$ cat config.mk
export PLATFORM = sky130hd
export DESIGN_NAME = pulse_train_generator
export DESIGN_NICKNAME = d
export VERILOG_FILES = /design/src/rtl/pulse_train_generator.sv
export SDC_FILE = /design/constraint.sdc
export NUM_CORES = 1
export LEC_CHECK = 0
export ABC_AREA = 1
export CAP_MARGIN = 15
export CORE_UTILIZATION = 28
export CTS_CLUSTER_DIAMETER = 150
export DETAILED_ROUTE_END_ITERATION = 12
export SETUP_SLACK_MARGIN = 0.15
export SLEW_MARGIN = 15
export SYNTH_ARGS = -nofsm -noshare
export SYNTH_HDL_FRONTEND = slang
export SYNTH_SLANG_ARGS = --single-unit
$ cat constraint.sdc
create_clock -name clk -period 4.7 [get_ports clk]
set_input_delay 0.94 -clock clk [delete_from_list [all_inputs] [get_ports clk]]
set_output_delay 0.94 -clock clk [all_outputs]
set_load 0.005 [all_outputs]
$ cat src/rtl/pulse_train_generator.sv
// Programmable pulse-train generator: after a delay, emits N pulses (or a continuous
// train) of programmable width and period with selectable output polarity and abort.
module pulse_train_generator #(
    parameter int CNT_W = 32,
    parameter int IDX_W = 16
) (
    input  logic             clk,
    input  logic             reset_n,
    input  logic             start,
    input  logic             abort,
    input  logic [CNT_W-1:0] delay_cycles,
    input  logic [CNT_W-1:0] pulse_width_cycles,
    input  logic [CNT_W-1:0] period_cycles,
    input  logic [IDX_W-1:0] pulse_count,
    input  logic             polarity,
    output logic             pulse_out,
    output logic             busy,
    output logic             done,
    output logic [IDX_W-1:0] pulse_index,
    output logic             pulse_led,
    output logic             delay_led
);

    localparam logic [CNT_W-1:0] CNT_ZERO = {CNT_W{1'b0}};
    localparam logic [CNT_W-1:0] CNT_ONE  = {{(CNT_W-1){1'b0}}, 1'b1};
    localparam logic [IDX_W-1:0] IDX_ZERO = {IDX_W{1'b0}};
    localparam logic [IDX_W-1:0] IDX_ONE  = {{(IDX_W-1){1'b0}}, 1'b1};

    typedef enum logic [1:0] {
        ST_IDLE  = 2'd0,
        ST_DELAY = 2'd1,
        ST_HIGH  = 2'd2,
        ST_LOW   = 2'd3
    } state_t;

    state_t           state_r;
    state_t           state_next_s;
    logic [CNT_W-1:0] cnt_r;
    logic [CNT_W-1:0] cnt_next_s;
    logic [CNT_W-1:0] width_m1_r;
    logic [CNT_W-1:0] gap_m1_r;
    logic [IDX_W-1:0] count_r;
    logic [IDX_W-1:0] index_r;
    logic [IDX_W-1:0] index_next_s;
    logic             pol_r;
    logic             done_r;
    logic             done_next_s;
    logic             accept_s;
    logic             last_pulse_s;
    logic [CNT_W-1:0] width_eff_s;
    logic [CNT_W-1:0] width_m1_s;
    logic [CNT_W-1:0] gap_m1_s;

    // Normalise the programmed timing; phase lengths are stored minus one so the
    // down-counter expires on zero and never has to go below it.
    always_comb begin
        width_eff_s = pulse_width_cycles;
        gap_m1_s    = CNT_ZERO;
        if (pulse_width_cycles == CNT_ZERO) begin
            width_eff_s = CNT_ONE;
        end else begin
            width_eff_s = pulse_width_cycles;
        end
        width_m1_s = width_eff_s - CNT_ONE;
        // A period not longer than the pulse collapses to a one-cycle gap.
        if (period_cycles <= width_eff_s) begin
            gap_m1_s = CNT_ZERO;
        end else begin
            gap_m1_s = period_cycles - width_eff_s - CNT_ONE;
        end
    end

    assign accept_s     = (state_r == ST_IDLE) && start && !abort;
    assign last_pulse_s = (count_r != IDX_ZERO) && (index_r == count_r);

    // Next-state, counter and pulse index logic.
    always_comb begin
        state_next_s = state_r;
        cnt_next_s   = cnt_r;
        index_next_s = index_r;
        done_next_s  = 1'b0;
        case (state_r)
            ST_IDLE: begin
                if (accept_s) begin
                    if (delay_cycles != CNT_ZERO) begin
                        state_next_s = ST_DELAY;
                        cnt_next_s   = delay_cycles - CNT_ONE;
                        index_next_s = IDX_ZERO;
                    end else begin
                        state_next_s = ST_HIGH;
                        cnt_next_s   = width_m1_s;
                        index_next_s = IDX_ONE;
                    end
                end else begin
                    cnt_next_s = CNT_ZERO;
                end
            end
            ST_DELAY: begin
                if (abort) begin
                    state_next_s = ST_IDLE;
                    cnt_next_s   = CNT_ZERO;
                end else if (cnt_r == CNT_ZERO) begin
                    state_next_s = ST_HIGH;
                    cnt_next_s   = width_m1_r;
                    index_next_s = index_r + IDX_ONE;
                end else begin
                    cnt_next_s = cnt_r - CNT_ONE;
                end
            end
            ST_HIGH: begin
                if (abort) begin
                    state_next_s = ST_IDLE;
                    cnt_next_s   = CNT_ZERO;
                end else if (cnt_r == CNT_ZERO) begin
                    if (last_pulse_s) begin
                        state_next_s = ST_IDLE;
                        cnt_next_s   = CNT_ZERO;
                        done_next_s  = 1'b1;
                    end else begin
                        state_next_s = ST_LOW;
                        cnt_next_s   = gap_m1_r;
                    end
                end else begin
                    cnt_next_s = cnt_r - CNT_ONE;
                end
            end
            ST_LOW: begin
                if (abort) begin
                    state_next_s = ST_IDLE;
                    cnt_next_s   = CNT_ZERO;
                end else if (cnt_r == CNT_ZERO) begin
                    state_next_s = ST_HIGH;
                    cnt_next_s   = width_m1_r;
                    index_next_s = index_r + IDX_ONE;
                end else begin
                    cnt_next_s = cnt_r - CNT_ONE;
                end
            end
            default: begin
                state_next_s = ST_IDLE;
                cnt_next_s   = CNT_ZERO;
            end
        endcase
    end

    // State, counter, index and completion strobe registers.
    always_ff @(posedge clk or negedge reset_n) begin
        if (!reset_n) begin
            state_r <= ST_IDLE;
            cnt_r   <= CNT_ZERO;
            index_r <= IDX_ZERO;
            done_r  <= 1'b0;
        end else begin
            state_r <= state_next_s;
            cnt_r   <= cnt_next_s;
            index_r <= index_next_s;
            done_r  <= done_next_s;
        end
    end

    // Burst configuration snapshot taken on accept.
    always_ff @(posedge clk or negedge reset_n) begin
        if (!reset_n) begin
            width_m1_r <= CNT_ZERO;
            gap_m1_r   <= CNT_ZERO;
            count_r    <= IDX_ZERO;
            pol_r      <= 1'b0;
        end else if (accept_s) begin
            width_m1_r <= width_m1_s;
            gap_m1_r   <= gap_m1_s;
            count_r    <= pulse_count;
            pol_r      <= polarity;
        end else begin
            width_m1_r <= width_m1_r;
            gap_m1_r   <= gap_m1_r;
            count_r    <= count_r;
            pol_r      <= pol_r;
        end
    end

    assign busy        = (state_r != ST_IDLE);
    assign pulse_led   = (state_r == ST_HIGH);
    assign delay_led   = (state_r == ST_DELAY);
    assign done        = done_r;
    assign pulse_index = index_r;

    // Idle level follows the live polarity pin; during a burst the latched one is used.
    always_comb begin
        if (state_r == ST_IDLE) begin
            pulse_out = polarity;
        end else begin
            pulse_out = pol_r ^ (state_r == ST_HIGH);
        end
    end

endmodule

==> results.cfg, run 1 <==
[run_status]
outcome = finished clean

[sta]
skew_ns = 0.02323
worstMarginPinSlew_ns = 1.030
finalSetupViolCount = 0
slew_viol_final = 0
max-slew-margin-rel = 0.3133
period_needed_ns = 3.811
fin_crit_sh = 0.8108
tns_ns = 0
hold_viol = 0
grt_setup_unrepaired = no
timing.fmax_ghz = 0.2624

[grt]
grt-ovfl-total = 0
grt_start_max_net_pins = 104
grt_pass1_vias = 11570
antenna_found_initial = 0
grt_use_total = 0.2161
grt_pass1_wl_um = 67210

[synthesis]
syn_area_um2 = 11180
yosys-top-cells-area = dfrtp_1 (30%), nand2_1 (19%), nor2_1 (8.2%)
ys_seq_elements = 132
syn_avg_cell_area_um2 = 6.394
synth_top_area_frac = 0.2954
ys_seq_area_frac = 0.2954
synth_top_area_cell = dfrtp_1
synth_edf_count = 0
syn_inst = 1749
syn-num-nets = 1905
yosys_warnings = 0
async_flop_share = 1.000
synthDistinctLibCells = 51
synth_ff_type = dfrtp_1

[cells_and_area]
drive_gt1_frac = 0.04923
diodes = 0
fillCellCount = 4293
finalInstanceArea_um2 = 13650
nNetsFinal = 2032
area_delta_synth_final_pct = 22.05

[critical_path]
worst_ep_required_time_ns = 5.01
path_max_fanout = 5
critPathKind = input port to flop
crit_path_start_kind = input port
crit_family = simple AND/OR/NAND/NOR gates
path_common_cell = nand2_1
cp_cell_sequence = clkdlybuf4s50_1, nor2_1, nand2_1, nor2_1, nand2_1, nor2_1, nor2_1, ha_1, nand3_1, nor2_2, nand2_1, inv_1, nand2_1, nor2_1, xor2_1, nand2_1, nand2_1, nand3_1
critPathCaptureType = flop
crit_buf_inv = 2
crit_slowest_cell = clkdlybuf4s50_1
max_stage_delay_ns = 0.53
crit_arrival_ns = 4.12

[route]
drt_iter0_drc = 1118
viasPerCell = 4.965
wl_per_cell_um = 18.29
dr.pass1.iters = 6
route.vias.total = 11950
ant_nets = 0
routed_wl_um = 44030
drc = 0

[place]
hpwl_um = 36190
placed_area_um2 = 13070
gp_congestion = 0.9634
port_buffers = 137

[die]
rows = 72
dieArea_um2 = 40740
die_x_um = 201.9
io-pin-count = 138
die_h_um = 201.9
initial_core_util = 0.2867
core-area_um2 = 39010

[cts]
ctsResizeCount = 0
worstSkewPairLatency_ns = 0.44
path_clk_slew_ns = 0.07
cts_buffers = 17
cts_tree = yes
post_cts_buffers = 0
htreeDepth = 4
cts_hold_buf = 0
cts.sinks = 132
root_buffer = clkbuf_16
clock_path_buffers = 2

[power]
worst_ir_drop_vdd_uv = 299.3
power_mw = 6.202
total_leakage_power_nw = 6.476
cellPowerDensity_nw_per_um2 = 454.4

[flow_run]
drv_cap = 0

[worst_hold_path]
hold_path.class = flop to flop
==> cell usage after synthesis (2+ instances only) <==
| cell type | n |
|---|---|
| o221ai_1 | 2 |
| clkinv_1 | 2 |
| o21ai_1 | 6 |
| o211ai_1 | 5 |
| buf_4 | 5 |
| a22oi_1 | 4 |
| nand3b_1 | 8 |
| buf_6 | 3 |
| buf_2 | 7 |
| nor2_1 | 244 |
| o31ai_1 | 8 |
| xnor2_1 | 31 |
| dfrtp_1 | 132 |
| inv_2 | 3 |
| nor4_1 | 3 |
| nand2_4 | 4 |
| a31oi_1 | 8 |
| nand2_2 | 7 |
| nand4_1 | 60 |
| nand3_1 | 101 |
| nor2_2 | 16 |
| clkbuf_1 | 16 |
| xor2_1 | 67 |
| o21bai_1 | 3 |
| and2_1 | 4 |
| nand2_1 | 567 |
| ha_1 | 38 |
| nor3_1 | 15 |
| nor3_2 | 2 |
| or2_0 | 2 |
| o21ai_0 | 91 |
| nor2_4 | 6 |
| a21oi_1 | 67 |
| buf_1 | 5 |
| or2_2 | 4 |
| o22ai_1 | 5 |
| inv_1 | 184 |
==> power by group <==
part	internal (mW)	leakage (nW)	switching, mW
clock network	0.753	0.280	0.592
logic	1.06	4.49	1.66
registers	1.63	1.71	0.510
total	3.44	6.48	2.77
==> state kept, by name (all words and copies together), names as in the netlist <==
register,flops
state_r,2
pulse_index,16
done,1
cnt_r,32
gap_m1_r,32
count_r,16
width_m1_r,32
pol_r,1
==> routing by layer <==
layer | wire, µm | global-route usage | vias to the layer above
li1 | - | - | 5864
met1 | 19260 | 0.2831 | 5514
met2 | 19980 | 0.3494 | 488
met3 | 2844 | 0.03273 | 84
met4 | 1947 | 0.09876 | 0
met5 | 0 | 0 | -
==> per-stage QoR <==
step / hold WS [ns] / utilization / setup slack, ns / std cells
floorplan: 0.4479 / - / 1.434 / 1749
global placement: 0.4666 / 0.3349 / 0.5116 / 2375
detailed placement: 0.4718 / 0.3349 / 0.4899 / 2375
CTS: 0.4888 / 0.3499 / 0.9241 / 2407
global route: 0.5108 / 0.3499 / 0.6238 / 2407
finish: 0.4883 / 0.3499 / 0.8892 / 2407
==> worst reg2reg max path, delay by kind of cell, from the launching register on <==
kind                     cells  cell delay, ns
adder cells (fa/ha/maj)      1            0.20
buffers and inverters        5            0.61
flip-flops                   1            0.40
AND/OR/NAND/NOR              8            1.71
==> final timing paths <==
path,endpoint,slack [ns],from,cells after the start
max reg2reg,cnt_r[15],1.74,cnt_r[0],14
min in group asynchronous,done,0.62,reset_n,1
max,cnt_r[22],0.89,pulse_width_cycles[15],18
min,gap_m1_r[21],0.49,gap_m1_r[21],2
min reg2reg,gap_m1_r[21],0.49,gap_m1_r[21],2
max in group asynchronous,count_r[2],3.07,reset_n,2
==> logic make-up after synthesis <==
| group | Yosys count | share of synthesized area |
|---|---|---|
| xor gates and xnor gates | 98 | 0.07675 |
| AOI/OAI and AO/OA | 203 | 0.09924 |
| DFF | 132 | 0.2954 |
| buffers and inverters | 229 | 0.08425 |
| adders and majority gates | 39 | 0.04431 |
| and+or+nand+nor | 1048 | 0.4001 |
==> final cells by class <==
type	count	area, µm²	area share
repair buffers	146	1440	0.1055
clock inverters	15	158.9	0.01164
multi-input cells	1388	6950	0.5092
well taps	518	648.1	0.04748
clock buffers	17	425.4	0.03117
inverters	191	723.2	0.05298
flip-flops and latches	132	3303	0.2420
==> cell usage in the layout (no fill, tap or decap), types with 3 or more instances in the layout <==
master           Yosys  routed
ha_1                38      38
a22oi_1              4       4
clkinvlp_4           0       3
inv_6                1       7
nand2_4              4       4
o21ai_0             91      91
o22ai_1              5       5
a31oi_1              8       8
and2_1               4       4
a21oi_1             67      67
clkbuf_16            0      17
nor2_1             244     244
xnor2_1             31      31
nand3_1            101     100
dfrtp_1            132     132
nand2_1            567     567
inv_1              184     184
o31ai_1              8       8
inv_8                0       4
nor3_1              15      15
nor4_1               3       3
o21bai_1             3       3
xor2_1              67      67
o21ai_1              6       6
nand4_1             60      60
nand2_2              7       7
buf_4                5       9
nor2_4               6       6
clkdlybuf4s50_1      0     136
nor2_2              16      16
nand3b_1             8       8
o211ai_1             5       5
inv_2                3       4
or2_2                4       4
No activity file was read; power rests on OpenSTA's default activity.
==> run 2: changes to the inputs <==
Clock period 4.7 ns to 3.5 ns, I/O delays scaled along.
==> run 2 against run 1 <==
Net effect:
- hold slack worse by 0.21 ns
- critical path depth is the same
- cell area increased by 5.0%
- via count up 2.8%
- routed wire length increased by 1.1%
==> results.cfg, run 2 (synthesis results as in run 1) <==
[run_status]
outcome = finished clean

[place]
hpwl_um = 36960
placed_area_um2 = 13720
gp_congestion = 0.9752
port_buffers = 137
dp.cells = 2460

[sta]
worstMarginPinSlew_ns = 0.6864
fin_crit_sh = 0.9090
timing.fmax_ghz = 0.3143
hold_viol = 0
finalSetupViolCount = 0
max-slew-margin-rel = 0.5424
skew_ns = 0.01349
grt_setup_unrepaired = yes
period_needed_ns = 3.182
slew_viol_final = 0

[critical_path]
path_max_fanout = 8
crit_slowest_cell = clkdlybuf4s50_1
reg2reg_depth = 6
crit_buf_inv = 3
critPathCaptureType = flop
crit_arrival_ns = 3.50
worst_ep_required_time_ns = 3.82
critPathKind = input port to flop
crit_family = simple AND/OR/NAND/NOR gates
max_stage_delay_ns = 0.57
cp_cell_sequence = clkdlybuf4s50_1, nor2_1, nand2_1, nor2_1, nand2_1, nor2_1, nor2_1, buf_4, buf_4, ha_1, nand3_2, nor2_4, nand4_1, nor3_1, xor2_2, nand2_1, nand2_1, nand2_1
path_common_cell = nand2_1
crit_path_start_kind = input port
path_depth = 18

[grt]
grt-ovfl-total = 0
antenna_found_initial = 1
grt_pass1_vias = 11970
grt_pass1_wl_um = 68100
grt_use_total = 0.2169
grt_start_max_net_pins = 68

[cts]
worstSkewPairLatency_ns = 0.43
cts_buffers = 17
cts.sinks = 132
cts_tree = yes
htreeDepth = 4
path_clk_slew_ns = 0.07
root_buffer = clkbuf_16
clock_path_buffers = 2

[die]
initial_core_util = 0.2867
rows = 72
die_h_um = 201.9
core-area_um2 = 39010
die_x_um = 201.9
io-pin-count = 138
dieArea_um2 = 40740

[power]
cellPowerDensity_nw_per_um2 = 586.2
worst_ir_drop_vdd_uv = 436.2
total_leakage_power_nw = 6.892

[cells_and_area]
area_delta_synth_final_pct = 28.13
finalInstanceArea_um2 = 14330
fin_cells = 2492
top_regs = cnt_r: 32 flops, gap_m1_r: 32 flops, width_m1_r: 32 flops
drive_gt1_frac = 0.09473
final_cell_mix = nand2_1 (566), nor2_1 (241), inv_1 (184)
nNetsFinal = 2117
diodes = 0
layout.cells.most_common = nand2_1

[route]
dr.pass1.iters = 5
wl_per_cell_um = 17.86
route.vias.total = 12290
routed_wl_um = 44510
drc = 0
viasPerCell = 4.932
ant_nets = 0
drt_iter0_drc = 985

[worst_hold_path]
hold_path.class = input port to async pin

[flow_run]
drv_cap = 0
[run 2: layer usage]
| metal | wire length, µm | track usage | part of all wire | vias to the layer above |
|---|---|---|---|---|
| met5 | 0 | 0 | 0 | - |
| met3 | 2745 | 0.02580 | 0.062 | 74 |
| met2 | 20640 | 0.3585 | 0.46 | 459 |
| met1 | 19790 | 0.2891 | 0.44 | 5711 |
| li1 | - | - | - | 6046 |
| met4 | 1333 | 0.08090 | 0.030 | 0 |
[run 2: worst paths after layout]
| kind | start | to | slack [ns] |
|---|---|---|---|
| max | pulse_width_cycles[1] | cnt_r[30] | 0.32 |
| min | reset_n | pol_r | 0.27 |
| max reg2reg | state_r[0] | pulse_index[12] | 1.08 |
| min reg2reg | gap_m1_r[18] | gap_m1_r[18] | 0.48 |
| max in group asynchronous | reset_n | width_m1_r[10] | 2.41 |
| min in group clk | gap_m1_r[18] | gap_m1_r[18] | 0.48 |
[run 2: stage by stage]
step                setup slack [ns]  hold WS, ns  TNS, ns  utilization  total power, mW
floorplan                     0.4736       0.4044        0            -            5.168
global placement             -0.2059       0.4663   -2.274       0.3516            6.566
detailed placement           -0.2376       0.4653   -2.684       0.3516            6.619
CTS                           0.2123       0.2967        0       0.3661            8.389
global route                  0.1486       0.3185        0       0.3673            9.022
finish                        0.3185       0.2743        0       0.3673            8.399
[run 2: timing repair]
item                                    4_1_cts  5_1_grt
endpoints found under the setup margin        0       22
gates resized for setup                       0       10
setup buffers                                 0        0
hold buffers                                  0        0
[run 2: area by class of cell]
cell class	count	area, µm²
Sequential cell	132	3303
Clock inverter	14	127.6
Timing Repair Buffer	231	2091
Inverter	191	723.2
Multi-Input combinational cell	1388	6997
Fill cell	4193	24680
Tap cell	518	648.1
Clock buffer	18	439.2
[run 2: worst register-to-register path, stage by stage, from the launching register on]
cell     delay, ns
dfrtp_1       0.60
inv_1         0.36
nor2_1        0.44
inv_1         0.22
nor2_8        0.28
nor2_4        0.14
o31ai_1       0.29
[run 2: power by group]
| part | internal [mW] | switching (mW) |
|---|---|---|
| Combinational | 1.50 | 2.30 |
| Clock | 0.956 | 0.778 |
| Sequential | 2.19 | 0.675 |
==> run 3: changes to the inputs <==
--- a/constraint.sdc
+++ b/constraint.sdc
@@ -3,2 +3,2 @@
 set_output_delay 0.7 -clock clk [all_outputs]
-set_load 0.005 [all_outputs]
+set_load 0.02 [all_outputs]
==> results of run 3 <==
The final DEF is identical to that of run 2. Status: finished clean.
Among the figures that moved: total power 8.399 mW -> 8.520 mW
